<file path="config.mk">
export PLATFORM = sky130hd
export DESIGN_NAME = nubus_vram_fetch
export DESIGN_NICKNAME = d
export VERILOG_FILES = /design/src/rtl/nubus_vram_fetch.sv
export SDC_FILE = /design/constraint.sdc
export NUM_CORES = 1
export LEC_CHECK = 0
export BUFFER_PORTS_ARGS = -buffer_cell sky130_fd_sc_hd__buf_2
export CAP_MARGIN = 20
export CORE_MARGIN = 2
export CORE_UTILIZATION = 56
export CTS_BUF_LIST = sky130_fd_sc_hd__clkbuf_8
export CTS_CLUSTER_DIAMETER = 40
export CTS_CLUSTER_SIZE = 16
export DETAILED_ROUTE_END_ITERATION = 12
export GPL_TIMING_DRIVEN = 0
export PLACE_DENSITY_LB_ADDON = 0.15
export SLEW_MARGIN = 20
export SYNTH_ARGS = -nofsm -noshare
export SYNTH_HDL_FRONTEND = slang
export SYNTH_SLANG_ARGS = --single-unit
</file>
<file path="constraint.sdc">
create_clock -name clk -period 4.8 [get_ports clk]
set_input_delay 0.96 -clock clk [delete_from_list [all_inputs] [get_ports clk]]
set_output_delay 0.96 -clock clk [all_outputs]
set_load 0.03 [all_outputs]
</file>
<file path="src/rtl/nubus_vram_fetch.sv">
// Video fetch engine: walks the framebuffer through the VRAM arbiter's video port,
// one word per request, and stages the words in a first-word fall-through line FIFO.
module nubus_vram_fetch #(
    parameter int FIFO_DEPTH = 16,
    parameter int MIN_REQ    = 3
) (
    input  logic                            clk,
    input  logic                            reset,
    input  logic                            enable,
    input  logic                            frame_start,
    input  logic [24:0]                     fb_base,
    input  logic [17:0]                     frame_words,
    output logic [24:0]                     vram_addr,
    output logic [15:0]                     vram_dout,
    output logic                            vram_rd,
    output logic                            vram_wr,
    input  logic [15:0]                     vram_din,
    input  logic                            vram_ready,
    input  logic                            pix_pop,
    output logic [15:0]                     pix_data,
    output logic                            pix_valid,
    output logic                            underflow,
    output logic [$clog2(FIFO_DEPTH):0]     fifo_level
);

    localparam int PW = $clog2(FIFO_DEPTH);
    localparam int LW = PW + 1;
    localparam int AW = (MIN_REQ < 2) ? 1 : $clog2(MIN_REQ + 1);

    typedef enum logic [1:0] {
        IDLE = 2'd0,
        REQ  = 2'd1,
        GAP  = 2'd2
    } state_t;

    // Handshake: vram_rd is held with a stable vram_addr for the whole REQ state;
    // a word is taken on the first cycle vram_ready=1 once req_age has reached MIN_REQ.
    state_t          state_q, state_d;
    logic [24:0]     addr_q, addr_d;
    logic [17:0]     rem_q, rem_d;
    logic [AW-1:0]   age_q, age_d;
    logic            rd_q, rd_d;
    logic            underflow_q, underflow_d;
    logic [PW-1:0]   rd_ptr_q, rd_ptr_d;
    logic [PW-1:0]   wr_ptr_q, wr_ptr_d;
    logic [LW-1:0]   count_q, count_d;
    logic [15:0]     mem_q [FIFO_DEPTH];

    logic            accept;
    logic            push;
    logic            pop;

    assign accept = (state_q == REQ) && vram_ready && (age_q >= AW'(MIN_REQ));

    always_comb begin
        state_d     = state_q;
        addr_d      = addr_q;
        rem_d       = rem_q;
        age_d       = age_q;
        rd_d        = rd_q;
        underflow_d = underflow_q;
        rd_ptr_d    = rd_ptr_q;
        wr_ptr_d    = wr_ptr_q;
        count_d     = count_q;
        push        = 1'b0;
        pop         = 1'b0;

        case (state_q)
            IDLE: begin
                // Only one request in flight, so a free slot now is a free slot at push time.
                if (enable && (rem_q != 18'd0) && (count_q < LW'(FIFO_DEPTH))) begin
                    state_d = REQ;
                    age_d   = AW'(1);
                    rd_d    = 1'b1;
                end
            end
            REQ: begin
                if (age_q < AW'(MIN_REQ)) begin
                    age_d = age_q + AW'(1);
                end
                if (accept) begin
                    state_d = GAP;
                    rd_d    = 1'b0;
                    push    = 1'b1;
                    addr_d  = addr_q + 25'd2;
                    rem_d   = rem_q - 18'd1;
                end
            end
            GAP: begin
                state_d = IDLE;
            end
            default: begin
                state_d = IDLE;
                rd_d    = 1'b0;
            end
        endcase

        if (pix_pop) begin
            if (count_q != '0) begin
                pop = 1'b1;
            end else begin
                underflow_d = 1'b1;
            end
        end

        if (push) begin
            wr_ptr_d = wr_ptr_q + PW'(1);
        end
        if (pop) begin
            rd_ptr_d = rd_ptr_q + PW'(1);
        end
        count_d = count_q + LW'(push) - LW'(pop);

        // A new frame abandons everything, including a word accepted this same cycle.
        if (frame_start) begin
            state_d     = GAP;
            rd_d        = 1'b0;
            addr_d      = fb_base & ~25'd1;
            rem_d       = frame_words;
            underflow_d = 1'b0;
            rd_ptr_d    = '0;
            wr_ptr_d    = '0;
            count_d     = '0;
            push        = 1'b0;
            pop         = 1'b0;
        end
    end

    always_ff @(posedge clk) begin
        if (reset) begin
            state_q     <= IDLE;
            addr_q      <= '0;
            rem_q       <= '0;
            age_q       <= '0;
            rd_q        <= 1'b0;
            underflow_q <= 1'b0;
            rd_ptr_q    <= '0;
            wr_ptr_q    <= '0;
            count_q     <= '0;
        end else begin
            state_q     <= state_d;
            addr_q      <= addr_d;
            rem_q       <= rem_d;
            age_q       <= age_d;
            rd_q        <= rd_d;
            underflow_q <= underflow_d;
            rd_ptr_q    <= rd_ptr_d;
            wr_ptr_q    <= wr_ptr_d;
            count_q     <= count_d;
        end
    end

    // Storage needs no reset: pix_data is gated by occupancy.
    always_ff @(posedge clk) begin
        if (push && !reset) begin
            mem_q[wr_ptr_q] <= vram_din;
        end
    end

    assign vram_addr  = addr_q;
    assign vram_rd    = rd_q;
    assign vram_wr    = 1'b0;
    assign vram_dout  = 16'h0000;
    assign fifo_level = count_q;
    assign pix_valid  = (count_q != '0);
    assign pix_data   = pix_valid ? mem_q[rd_ptr_q] : 16'h0000;
    assign underflow  = underflow_q;

endmodule

</file>
==> out/qor.txt <==
CTS H-tree depth - 2
Final Hold Vio Count - 0
FF-to-FF End - mem_q[5][9]
Clock Path Buffers - 3
DR vias/cell - 5.954
Post-Syn Instances - 846
Mapped Area - 13400 µm²
largest area contributor in the netlist - edfxtp_1
Worst EP arrival - 3610 ps
peak supply drop - 0.3626 mV
unrepaired setup endpoints after global routing - false
final setup fails - 0
Clock Power Share - 32.7%
Tmin final - 4569 ps
ys flop type - edfxtp_1
Worst-Margin Slew - 1144 ps
Max-Cap Viols - 0
fill cell count - 1690
initial core utilization - 57.11%
initial antenna violation count - 1
RR Startpoint - age_q[0]
Synth async-reset ratio - 0%
worst hold stages - 2
synthesis-to-finish area growth - 13.98%
Setup Skew - 32.00 ps
number of synthesized register bits - 321
drt pass-1 iters - 5
final period utilization - 95.20%
CTS Buf Count - 36
Die H - 158.7 µm
WHS Endpoint - age_q[1]
f_max - 0.2188 GHz
Cell variety after synth - 57
CTS tree - done
Cell Pwr Density - 410.0 nW/µm²
number of routed nets with antenna violations - 0
Buffers on Ports - 111
Worst Hold Class - flip-flop to flip-flop
Root Driver - clkbuf_8
Flop pwr share - 49.3%
Crit. End Element - output pin
Worst R2R Setup Slack - 1290 ps
Crit Path Class - flip-flop to output pin
ranking of synthesized cells by area - edfxtp_1, mux4_2, dfxtp_1, mux2i_1, nor2_1
layout cells sized above 1 - 26.90%
sequential area share after synthesis - 67.06%
Synth Area per Inst - 15.84 µm²
DR iter-0 viols - 623
setup TNS - 0 ps
P_leak - 0.005081 µW
core area - 23470 µm²
Die X - 158.7 µm
setup bufs post-CTS - 0
post-layout util - 65.09%
worst r2r path cells - 7
top cell type's share of synthesized area - 57.35%
min setup slack post-route - 230.6 ps
outcome - finished clean
Slew Limit Fails - 0
drt wl/cell - 22.25 µm
overflow left after global routing - 0
Post-DP HPWL - 18730 µm
Nets - 1092
# diodes - 0
Reg clk slew, reported paths - 70 ps
FF/Latch Area - 8989 µm²
Crit Path Max Fanout - 10
via count of the routed design - 8097
DRC viols - 0
Detailed Route WL - 30260 µm
Finished Layout Cells - 1360
PostCTS Resize Cnt - 0
Switch Pwr - 1836 µW
global-route usage over all layers - 24.07%
RD Place Congestion - 0.8920
die area - 25190 µm²
switching part of the total power - 29.31%
Post-synth EDFFs - 256
Comb power frac - 17.9%
vias in the first global route - 7711
# hold bufs at CTS - 0
Internal Dissipation - 4428 µW
# placed instances - 1293
I/O pin total - 131
Worst EP required - 3840 ps
first-pass GRT wire length - 45830 µm
clock latency on the worst-skew pair - 560 ps
std cell rows - 56
area occupied by multi-input gates - 4090 µm²
synth warn - 0
largest net degree at the start of global routing - 17
HP Start - age_q[1]
CP Launch Type - flip-flop
max_slew headroom - 23.70%
Place WS - 694.5 ps
Sink Count - 321
cell families after synthesis:
group | count (synthesis) | share of synthesized area, %
fa+ha+maj | 14 | 1.363
other cells | 1 | 0.02798
mux | 96 | 13.14
flops | 321 | 67.06
buf+inv | 84 | 2.940
xor+xnor | 21 | 1.372
simple gates | 197 | 8.252
compound gates | 112 | 5.843
area by class of cell:
class                   instances  area share [%]
inverters                      21          0.5159
flip-flops and latches        321           58.83
multi-input cells             458           26.77
plain buffers                  63           2.080
repair buffers                112           3.734
clock buffers                  40           3.603
clock inverters                26           1.851
well taps                     319           2.612
layer usage:
layer	routed length [µm]	track usage (%)	vias to the layer above
met2	14190	37.77	390
met1	12700	34.98	3973
met3	2551	4.284	59
met4	805	7.006	2
li1	-	-	3673
met5	11	0	-
cell usage in the layout, fill, tap and decap left out, types with 16 or more instances in the layout:
cell and n:
clkbuf_8 40, mux4_2 64, dfxtp_1 65, a21oi_1 17
conb_1 18, clkbuf_1 23, a311oi_1 17, nand2_1 30
nand3_1 16, mux2i_1 32, edfxtp_1 256, o22ai_1 16
inv_1 23, buf_4 18, nor2_1 51, buf_2 122
registers in the layout (all words and copies together), names as in the netlist, named ones only:
name        cells
vram_addr      24
underflow       1
rd_ptr_q        4
state_q         2
age_q           2
fifo_level      5
rem_q          18
vram_rd         1
wr_ptr_q        4
mem_q         256
power groups by stage:
stage | sequential [µW] | clock, µW | combinational [µW]
floorplan | 3200 | 0 | 734
global placement | 3150 | 0 | 1130
detailed placement | 3150 | 0 | 1140
CTS | 3090 | 2070 | 1140
global route | 3100 | 2200 | 1220
finish | 3090 | 2050 | 1120
metrics by stage:
stage | total power [µW] | area [µm²] | hold WS (ps)
6_report | 6264 | 15280 | 470.8
3_3_place_gp | 4283 | 14420 | 447.9
5_1_grt | 6514 | 15280 | 496.9
3_5_place_dp | 4289 | 14430 | 461.2
4_1_cts | 6301 | 15260 | 473.5
2_1_floorplan | 3933 | 13470 | 444.2
cell usage after synthesis (all sizes together), types with 9 or more instances:
| library cell | number |
|---|---|
| xor2 | 12 |
| a311oi | 17 |
| mux4 | 64 |
| nor2 | 51 |
| nand3 | 16 |
| dfxtp | 65 |
| and2 | 20 |
| clkbuf | 23 |
| a211oi | 15 |
| nand4 | 11 |
| mux2i | 32 |
| inv | 21 |
| a21oi | 17 |
| edfxtp | 256 |
| buf | 40 |
| and4 | 11 |
| or3 | 12 |
| nand2 | 30 |
| o22ai | 16 |
| ha | 13 |
| o21ai | 14 |
| xnor2 | 9 |
critical path, cell delays in order, from the launching register on:
cell,delay [ps]
dfxtp_1,330
inv_1,80
ha_1,130
or4b_2,570
clkbuf_1,230
nand2b_1,120
clkbuf_1,470
clkbuf_1,620
o22ai_1,270
buf_2,250
worst max path at each step:
stage                        startpoint           end  slack (ps)
after global routing      fifo_level[3]   pix_data[9]           7
final                     fifo_level[2]   pix_data[9]         230
after global placement    fifo_level[2]   pix_data[9]         670
after CTS                 fifo_level[2]   pix_data[9]          90
after floorplan           fifo_level[3]  pix_data[10]        1400
after detailed placement  fifo_level[2]   pix_data[9]         690
Power figures use the tool's default switching activity.
